## config.mk

```make
export PLATFORM = sky130hd
export DESIGN_NAME = mult_div_unit
export DESIGN_NICKNAME = d
export VERILOG_FILES = /design/src/rtl/mult_div_unit_pkg.sv /design/src/rtl/mult_div_unit_md_step.sv /design/src/rtl/mult_div_unit.sv
export SDC_FILE = /design/constraint.sdc
export NUM_CORES = 1
export LEC_CHECK = 0
export ABC_AREA = 1
export BUFFER_PORTS_ARGS = -buffer_cell sky130_fd_sc_hd__buf_2
export CELL_PAD_IN_SITES_DETAIL_PLACEMENT = 2
export CELL_PAD_IN_SITES_GLOBAL_PLACEMENT = 2
export CORE_AREA = 2 2 169 337
export DETAILED_ROUTE_END_ITERATION = 10
export DIE_AREA = 0 0 171 339
export GPL_TIMING_DRIVEN = 0
export MAX_ROUTING_LAYER = met4
export PLACE_DENSITY_LB_ADDON = 0.12
export SLEW_MARGIN = 0
export SYNTH_ARGS = -nofsm -noshare
export SYNTH_HDL_FRONTEND = slang
export SYNTH_SLANG_ARGS = --single-unit
export TNS_END_PERCENT = 10
```

## constraint.sdc

```tcl
create_clock -name clock -period 3.3 [get_ports clock]
set_clock_uncertainty 0.15 [all_clocks]
set_input_delay 0.165 -clock clock [delete_from_list [all_inputs] [get_ports clock]]
set_output_delay 0.165 -clock clock [all_outputs]
set_load 0.05 [all_outputs]
```

## src/rtl/mult_div_unit_pkg.sv

```systemverilog
// Shared types and sizing for the multiply/divide unit.
package mult_div_pkg;

    localparam int MD_WIDTH = 32;
    localparam int MD_CNT_W = 6;

    typedef enum logic [1:0] {
        IDLE = 2'd0,
        RUN  = 2'd1,
        FIX  = 2'd2,
        DZ   = 2'd3
    } stateT;

    typedef enum logic {
        OP_MULT = 1'b0,
        OP_DIV  = 1'b1
    } opT;

endpackage

```

## src/rtl/mult_div_unit_md_step.sv

```systemverilog
// One iteration of radix-2 Booth multiply or restoring divide.
module md_step
    import mult_div_pkg::*;
#(
    parameter int WIDTH = MD_WIDTH
) (
    input  opT               op,
    input  logic [WIDTH:0]   pHi,
    input  logic [WIDTH-1:0] pLo,
    input  logic             qm1,
    input  logic [WIDTH-1:0] operand,
    output logic [WIDTH:0]   nextPHi,
    output logic [WIDTH-1:0] nextPLo,
    output logic             nextQm1
);

    logic [WIDTH:0] sum;
    logic [WIDTH:0] shifted;
    logic [WIDTH:0] diff;
    logic           fits;

    always_comb begin
        sum     = pHi;
        shifted = {pHi[WIDTH-1:0], pLo[WIDTH-1]};
        diff    = shifted - {1'b0, operand};
        fits    = (shifted >= {1'b0, operand});
        nextPHi = pHi;
        nextPLo = pLo;
        nextQm1 = qm1;
        if (op == OP_MULT) begin
            // Multiplicand is sign-extended so the WIDTH+1 accumulator keeps its sign
            case ({pLo[0], qm1})
                2'b01:   sum = pHi + {operand[WIDTH-1], operand};
                2'b10:   sum = pHi - {operand[WIDTH-1], operand};
                default: sum = pHi;
            endcase
            nextPHi = {sum[WIDTH], sum[WIDTH:1]};
            nextPLo = {sum[0], pLo[WIDTH-1:1]};
            nextQm1 = pLo[0];
        end else begin
            // pHi holds the partial remainder, pLo the dividend/quotient shift register
            nextPHi = fits ? diff : shifted;
            nextPLo = {pLo[WIDTH-2:0], fits};
        end
    end

endmodule

```

## src/rtl/mult_div_unit.sv

```systemverilog
// Multicycle signed MULT/DIV unit feeding the HI/LO registers.
module mult_div_unit
    import mult_div_pkg::*;
#(
    parameter int WIDTH = MD_WIDTH,
    parameter int CNT_W = MD_CNT_W
) (
    input  logic             clock,
    input  logic             reset,
    input  logic             start,
    input  logic             op,
    input  logic [WIDTH-1:0] a_in,
    input  logic [WIDTH-1:0] b_in,
    output logic [WIDTH-1:0] hi_out,
    output logic [WIDTH-1:0] lo_out,
    output logic             busy,
    output logic             done,
    output logic             div_zero
);

    stateT            state, nextState;
    opT               opReg;
    logic [WIDTH-1:0] operand;
    logic [WIDTH:0]   pHi;
    logic [WIDTH-1:0] pLo;
    logic             qm1;
    logic [CNT_W-1:0] count;
    logic             signQ, signR;

    logic [WIDTH:0]   stepPHi;
    logic [WIDTH-1:0] stepPLo;
    logic             stepQm1;
    logic [WIDTH-1:0] absA, absB;
    logic             accept, isDiv;

    md_step #(.WIDTH(WIDTH)) uStep (
        .op      (opReg),
        .pHi     (pHi),
        .pLo     (pLo),
        .qm1     (qm1),
        .operand (operand),
        .nextPHi (stepPHi),
        .nextPLo (stepPLo),
        .nextQm1 (stepQm1)
    );

    always_comb begin
        absA   = a_in[WIDTH-1] ? -a_in : a_in;
        absB   = b_in[WIDTH-1] ? -b_in : b_in;
        isDiv  = (opT'(op) == OP_DIV);
        // The done cycle still counts as busy, so a start there waits one more edge
        accept = (state == IDLE) && start && !done;
        busy   = (state != IDLE) || done;
    end

    always_comb begin
        nextState = state;
        case (state)
            IDLE: if (accept) nextState = (isDiv && b_in == '0) ? DZ : RUN;
            RUN:  if (count == CNT_W'(1)) nextState = FIX;
            FIX:  nextState = IDLE;
            DZ:   nextState = IDLE;
            default: nextState = IDLE;
        endcase
    end

    always_ff @(posedge clock or negedge reset) begin
        if (!reset) begin
            state    <= IDLE;
            opReg    <= OP_MULT;
            operand  <= '0;
            pHi      <= '0;
            pLo      <= '0;
            qm1      <= 1'b0;
            count    <= '0;
            signQ    <= 1'b0;
            signR    <= 1'b0;
            hi_out   <= '0;
            lo_out   <= '0;
            done     <= 1'b0;
            div_zero <= 1'b0;
        end else begin
            state    <= nextState;
            done     <= 1'b0;
            div_zero <= 1'b0;
            case (state)
                IDLE: begin
                    if (accept) begin
                        opReg <= opT'(op);
                        count <= CNT_W'(WIDTH);
                        pHi   <= '0;
                        qm1   <= 1'b0;
                        signQ <= a_in[WIDTH-1] ^ b_in[WIDTH-1];
                        signR <= a_in[WIDTH-1];
                        if (isDiv) begin
                            operand <= absB;
                            pLo     <= absA;
                        end else begin
                            operand <= a_in;
                            pLo     <= b_in;
                        end
                    end
                end
                RUN: begin
                    pHi   <= stepPHi;
                    pLo   <= stepPLo;
                    qm1   <= stepQm1;
                    count <= count - CNT_W'(1);
                end
                FIX: begin
                    done <= 1'b1;
                    if (opReg == OP_MULT) begin
                        hi_out <= pHi[WIDTH-1:0];
                        lo_out <= pLo;
                    end else begin
                        lo_out <= signQ ? -pLo : pLo;
                        hi_out <= signR ? -pHi[WIDTH-1:0] : pHi[WIDTH-1:0];
                    end
                end
                DZ: begin
                    done     <= 1'b1;
                    div_zero <= 1'b1;
                end
                default: ;
            endcase
        end
    end

endmodule
```

**Word-level counts from Yosys, hierarchy flattened**

Index checks and enable logic that the tools add are counted.

- Register bits: 175
- Output and inout bits: 67
- Input port bits: 68
- Word-level logic and storage cells: 73

- Reductions and logical operators: 14
- Bitwise gates (word level): 1
- Add/subtract/negate cells: 8
- Eq/ne operators: 9
- Magnitude comparators: 1
- Multiplexer cells: 27

Operators with widths:

| cell | number |
|---|---|
| $mux 32 | 10 |
| $pmux 33 s2 | 2 |
| $neg 32->32 | 4 |
| $mux 33 | 3 |
| $pmux 32 s2 | 1 |
| $add 33x33->33 | 1 |
| $ge 33x32->1 | 1 |
| $sub 33x32->33 | 1 |
| $sub 33x33->33 | 1 |
| $logic_not 32->1 | 1 |
| $pmux 6 s2 | 1 |
| $eq 2x2->1 const B | 3 |
| $eq 6x1->1 const B | 1 |
| $mux 2 | 3 |
| $mux 6 | 1 |
| $ne 2x2->1 const B | 3 |
| $pmux 2 s3 | 1 |
| $reduce_and 2->1 | 3 |
| $sub 6x1->6 const B | 1 |
| $eq 2x1->1 const B | 2 |
| $mux 1 | 4 |
| $reduce_bool 2->1 | 2 |
| $logic_and 1x1->1 | 3 |
| $reduce_and 3->1 | 1 |
| other kinds (6) | 6 |

**Longest topological paths before layout**

- Depth in word-level cells: 5
- Mapped depth: 26

**By module**

From an unflattened synthesis, not the netlist that was laid out.

- Cell total of the unflattened synthesis: 2953
- Area, all modules: 17724.5 sq um

By module, submodules not included:

| module | area each (sq um) | sequential area each (sq um) | times used | cells each |
|---|---|---|---|---|
| mult_div_unit | 10880.4 | 4379.2 | 1 | 1585 |
| md_step | 6844.1 | 0.0 | 1 | 1368 |

**Worst setup path after synthesis**

No wires, ideal clock.

- Path type: flip-flop to flip-flop
- Start point: register operand[1]
- End point: register pHi[31]
- Library setup time: 0.118 ns
- Arrival: 2.887 ns
- Clock period less this slack: 3.155 ns
- Required time: 3.032 ns
- Stages on the path, launching flop included: 22
- Slack: 0.145 ns
- Buffers on the path: 0
- Path through: dfrtp_1 -> inv_1 -> ha_1 -> nand2_1 -> nor2_1 -> nand3_1 -> nor4_2 -> a31oi_1 -> xor2_1 -> ha_1 -> nand2_1 -> inv_1 -> a21oi_1 -> nand2_1 -> a21oi_1 -> nand2_1 -> nand2_1 -> nand3_1 -> nand2_1 -> nand3_1 -> nand3_1 -> nand2_1

- Longest elaborated chain between the ends: 4

Ends and longest elaborated chain:

| element | line | text |
|---|---|---|
| start: declaration | mult_div_unit.sv:23 | `logic [WIDTH-1:0] operand;` |
| start signal: assignment | mult_div_unit.sv:96 | `operand <= absB;` |
| start signal: assignment | mult_div_unit.sv:99 | `operand <= a_in;` |
| $sub 33x33->33 (tied with other cells) | mult_div_unit_md_step.sv:34 | `2'b10: sum = pHi - {operand[WIDTH-1], operand};` |
| $pmux 33 s2 / $mux 33 (equally long branches) | mult_div_unit_md_step.sv:32, mult_div_unit_md_step.sv:42 |  |
| $mux 33 (*) | mult_div_unit_md_step.sv:30 | `if (op == OP_MULT) begin` |
| $pmux 33 s2 (*) | mult_div_unit.sv:86 | `case (state)` |
| end signal: assignment | mult_div_unit.sv:105 | `pHi <= stepPHi;` |
| end: declaration | mult_div_unit.sv:24 | `logic [WIDTH:0] pHi;` |

Every way passes the cells marked *; elsewhere a longest branch is shown, timed or not.
A chain may end at the register's enable or synchronous reset.

**Worst setup path after layout**

- Start point: register operand[1]
- End point: register pHi[26]

Same word-level chain as after synthesis.

==> results.sh <==
export IMPL_antenna_found_initial=4
export IMPL_drt_pre_antenna_iters=4
export IMPL_synth_top_cell_area_share_pct=26.5
export IMPL_hpwlAfterDp_um=83000
export IMPL_sw_frac_of_total_pct=55.6
export IMPL_cp_arrival_ns=4.01
export IMPL_setup_slack_ns=-0.481
export IMPL_grt_pass1_wl_um=145000
export IMPL_placementRows=122
export IMPL_internal_power_uw=7270
export IMPL_clkLatencyLatePin_ns=0.50
export IMPL_synthDistinctLibCells=55
export IMPL_cts_tree="done"
export IMPL_yosys_top_cells_area="dfrtp_1, nand2_1, o21ai_0"
export IMPL_via_per_inst=5.54
export IMPL_drc_errors=0
export IMPL_wl_per_cell_um=28.2
export IMPL_totalWireLength_um=101000
export IMPL_postLayoutCellArea_mm2=0.0208
export IMPL_synth_top_area_cell="dfrtp_1"
export IMPL_ys_async_sr_fraction_pct=100
export IMPL_cts_buffers=17
export IMPL_setup_violations_final=30
export IMPL_synth_most_common_cell="nand2_1"
export IMPL_required_ns=3.53
export IMPL_finalCoreUtilization_pct=37.7
export IMPL_route_vias_total=19800
export IMPL_power_density_mw_per_mm2=787
export IMPL_drive_gt1_share_pct=18.9
export IMPL_core_area_mm2=0.0553
export IMPL_ctsHtreeMaxLevel=4
export IMPL_hold_class="in2reg"
export IMPL_placed_area_mm2=0.0182
export IMPL_hp_start="a_in[9]"
export IMPL_finalHoldViolCount=1
export IMPL_cts_sinks=175
export IMPL_synthFlopType="dfrtp_1"
export IMPL_initial_core_util_pct=29.9
export IMPL_io_pins=135
export IMPL_rr_startpoint="operand[1]$_DFFE_PN0P_"
export IMPL_ir_worst_vdd_mv=0.351
export IMPL_dieWidth_um=171
export IMPL_min_path_cells=3
export IMPL_whs_ns=-0.00323
export IMPL_period_share_pct=115
export IMPL_seq_power_share_pct=20.5
export IMPL_max_slew_margin_rel_pct=14.2
export IMPL_p_clk_share_pct=13.4
export IMPL_cap_violations=0
export IMPL_die_h_um=339
export IMPL_power_uw=16400
export IMPL_yosys_warnings=0
export IMPL_tns_ns=-7.94
export IMPL_rsz0062_at_grt="true"
export IMPL_first_global_vias=22400
export IMPL_worstHoldEndpoint="operand[9]$_DFFE_PN0P_"
export IMPL_avgSynthCellArea_um2=6.34
export IMPL_crit_fanout=5
export IMPL_reg2reg_to="pHi[26]$_DFFE_PN0P_"
export IMPL_clk_path_buf_depth=2
export IMPL_r2r_cells=22
export IMPL_path_clk_slew_ns=0.08
export IMPL_tightest_slew_ns=1.29
export IMPL_grt_max_degree=108
export IMPL_postRouteAntennaNets=0
export IMPL_power_frac_comb_pct=66.2
export IMPL_grt_total_usage_pct=35.8
export IMPL_io_buffers=132
export IMPL_path_class="reg2reg"
export IMPL_start_kind="flop"
export IMPL_ctsRootBufferMaster="clkbuf_16"
export IMPL_p_leak_uw=0.00978
export IMPL_synthCells=2608
export IMPL_fin_nets=2962
export IMPL_drtIter0Drc=911
export IMPL_synth_yosys_seq_area_share_pct=26.5
export IMPL_synth_edf_count=0
export IMPL_ff2ff_setup_slack_ns=-0.48
export IMPL_area_growth_pct=25.9
export IMPL_switching_power_uw=9110
export IMPL_dieArea_mm2=0.0580
export IMPL_gr_total_overflow=0
export IMPL_fmax_ghz=0.264
export IMPL_period_minus_slack_ns=3.78
export IMPL_critPathCaptureType="flop"
export IMPL_ys_ff_latch=175
export IMPL_violations="hold timing, setup timing"
export IMPL_drv_slew=0
export IMPL_syn_nets=2750
export IMPL_gp_congestion=1.02
export IMPL_syn_area_mm2=0.0165
export IMPL_yosys_top_cells_count="nand2_1, nor2_1, inv_1, o21ai_0, a21oi_1"
export IMPL_fillers=6842
export IMPL_status="finished with violations"
## registers in the layout (all words and copies together), names as in the netlist
signal    cells
div_zero      1
hi_out       32
count         6
lo_out       32
signR         1
pLo          32
qm1           1
signQ         1
operand      32
opReg         1
done          1
pHi          33
state         2
## critical path, cell delays in order (launching register included)
cell and delay, ns:
dfrtp_1 0.41, inv_2 0.14, ha_4 0.16, nand2_4 0.05, nor2_4 0.18, nand2_1 0.17, nor2_4 0.22, nand2_1 0.10
nand2_1 0.16, xor2_2 0.28, ha_4 0.25, nand2_1 0.17, nor2_4 0.16, inv_4 0.06, nor2_4 0.22, nand2_1 0.09
o21bai_4 0.22, nand2_1 0.09, nand2_1 0.05, nand3_1 0.07, a21oi_1 0.08, nand2_1 0.11, nand2_1 0.05
## what timing repair did
action                     4_1_cts  5_1_grt
pin swaps                       73       65
setup endpoints to repair       35       34
hold buffers                    11        0
gates resized for setup        268      122
buffers inserted                35       14
hold endpoints to repair        76        0
## power by group through the flow
stage / sequential (uW) / combinational (uW) / clock [uW]
after floorplan: 2760 / 5220 / 0
after global placement: 3280 / 7760 / 0
after detailed placement: 3300 / 7990 / 0
after CTS: 3280 / 9810 / 2210
after global routing: 3340 / 11700 / 2290
final: 3350 / 10800 / 2190
## layout make-up
| type | instances | area (um2) | share of cell area, % |
|---|---|---|---|
| inverters | 294 | 1120 | 5.39 |
| clock buffers | 17 | 425 | 2.04 |
| well taps | 744 | 931 | 4.47 |
| flip-flops and latches | 175 | 4380 | 21.1 |
| plain buffers | 101 | 455 | 2.19 |
| multi-input cells | 2038 | 12100 | 58.1 |
| clock inverters | 15 | 178 | 0.854 |
| diodes | 2 | 5.00 | 0.0240 |
| repair buffers | 193 | 1210 | 5.83 |
## logic make-up (layout without fill, tap and decap cells)
group,Yosys count,in the layout,share of synthesized area (%)
adder cells (fa/ha/maj),74,74,5.69
AND/OR/NAND/NOR,1259,1259,32.2
XOR/XNOR,118,118,6.25
other,0,2,0
AO/OA/AOI/OAI,587,587,20.2
buffers and inverters,395,620,9.21
flip-flops,175,175,26.5
## per-stage QoR
step,setup WS (ns),instances
after CTS,-0.452,3563
after global routing,-0.607,3579
final,-0.481,3579
after global placement,-1.82,3484
after detailed placement,-1.92,3485
after floorplan,0.145,2608
## layout by cell type, fill, tap and decap left out, drive strengths merged, types with 3 or more instances in the layout
master / netlist / routed
a21o: 4 / 4
a21oi: 190 / 190
a22oi: 31 / 31
a31oi: 26 / 26
buf: 25 / 210
clkbuf: 76 / 90
clkinv: 3 / 10
clkinvlp: 0 / 5
dfrtp: 175 / 175
dlygate4sd3: 0 / 11
ha: 72 / 72
inv: 291 / 293
nand2: 667 / 667
nand3: 177 / 177
nand3b: 20 / 20
nand4: 38 / 38
nor2: 296 / 296
nor3: 30 / 30
nor4: 14 / 14
o211ai: 31 / 31
o21a: 8 / 8
o21ai: 250 / 250
o21bai: 11 / 11
o221ai: 18 / 18
o22ai: 3 / 3
o31ai: 6 / 6
or2: 13 / 13
xnor2: 31 / 31
xor2: 87 / 87
## worst max-delay path by stage
| stage | startpoint | to | slack [ns] | depth (start not counted) |
|---|---|---|---|---|
| after floorplan | operand[1]$_DFFE_PN0P_ | pHi[31]$_DFFE_PN0P_ | 0.14 | 21 |
| after detailed placement | pLo[0]$_DFFE_PN0P_ | pHi[23]$_DFFE_PN0P_ | -1.92 | 19 |
| final | operand[1]$_DFFE_PN0P_ | pHi[26]$_DFFE_PN0P_ | -0.48 | 22 |
| after global placement | pLo[0]$_DFFE_PN0P_ | pHi[23]$_DFFE_PN0P_ | -1.82 | 19 |
| after CTS | operand[1]$_DFFE_PN0P_ | pHi[23]$_DFFE_PN0P_ | -0.45 | 20 |
| after global routing | operand[1]$_DFFE_PN0P_ | pHi[25]$_DFFE_PN0P_ | -0.61 | 23 |
## routing by layer
layer / global-route usage [%] / share of wire, % / vias to the layer above
li1: - / - / 9069
met1: 30.2 / 31 / 9909
met2: 65.6 / 54 / 497
met3: 4.00 / 2.5 / 340
met4: 34.9 / 12 / 0
met5: - / 0 / -
Note: power is estimated with default switching activity, not from simulation.
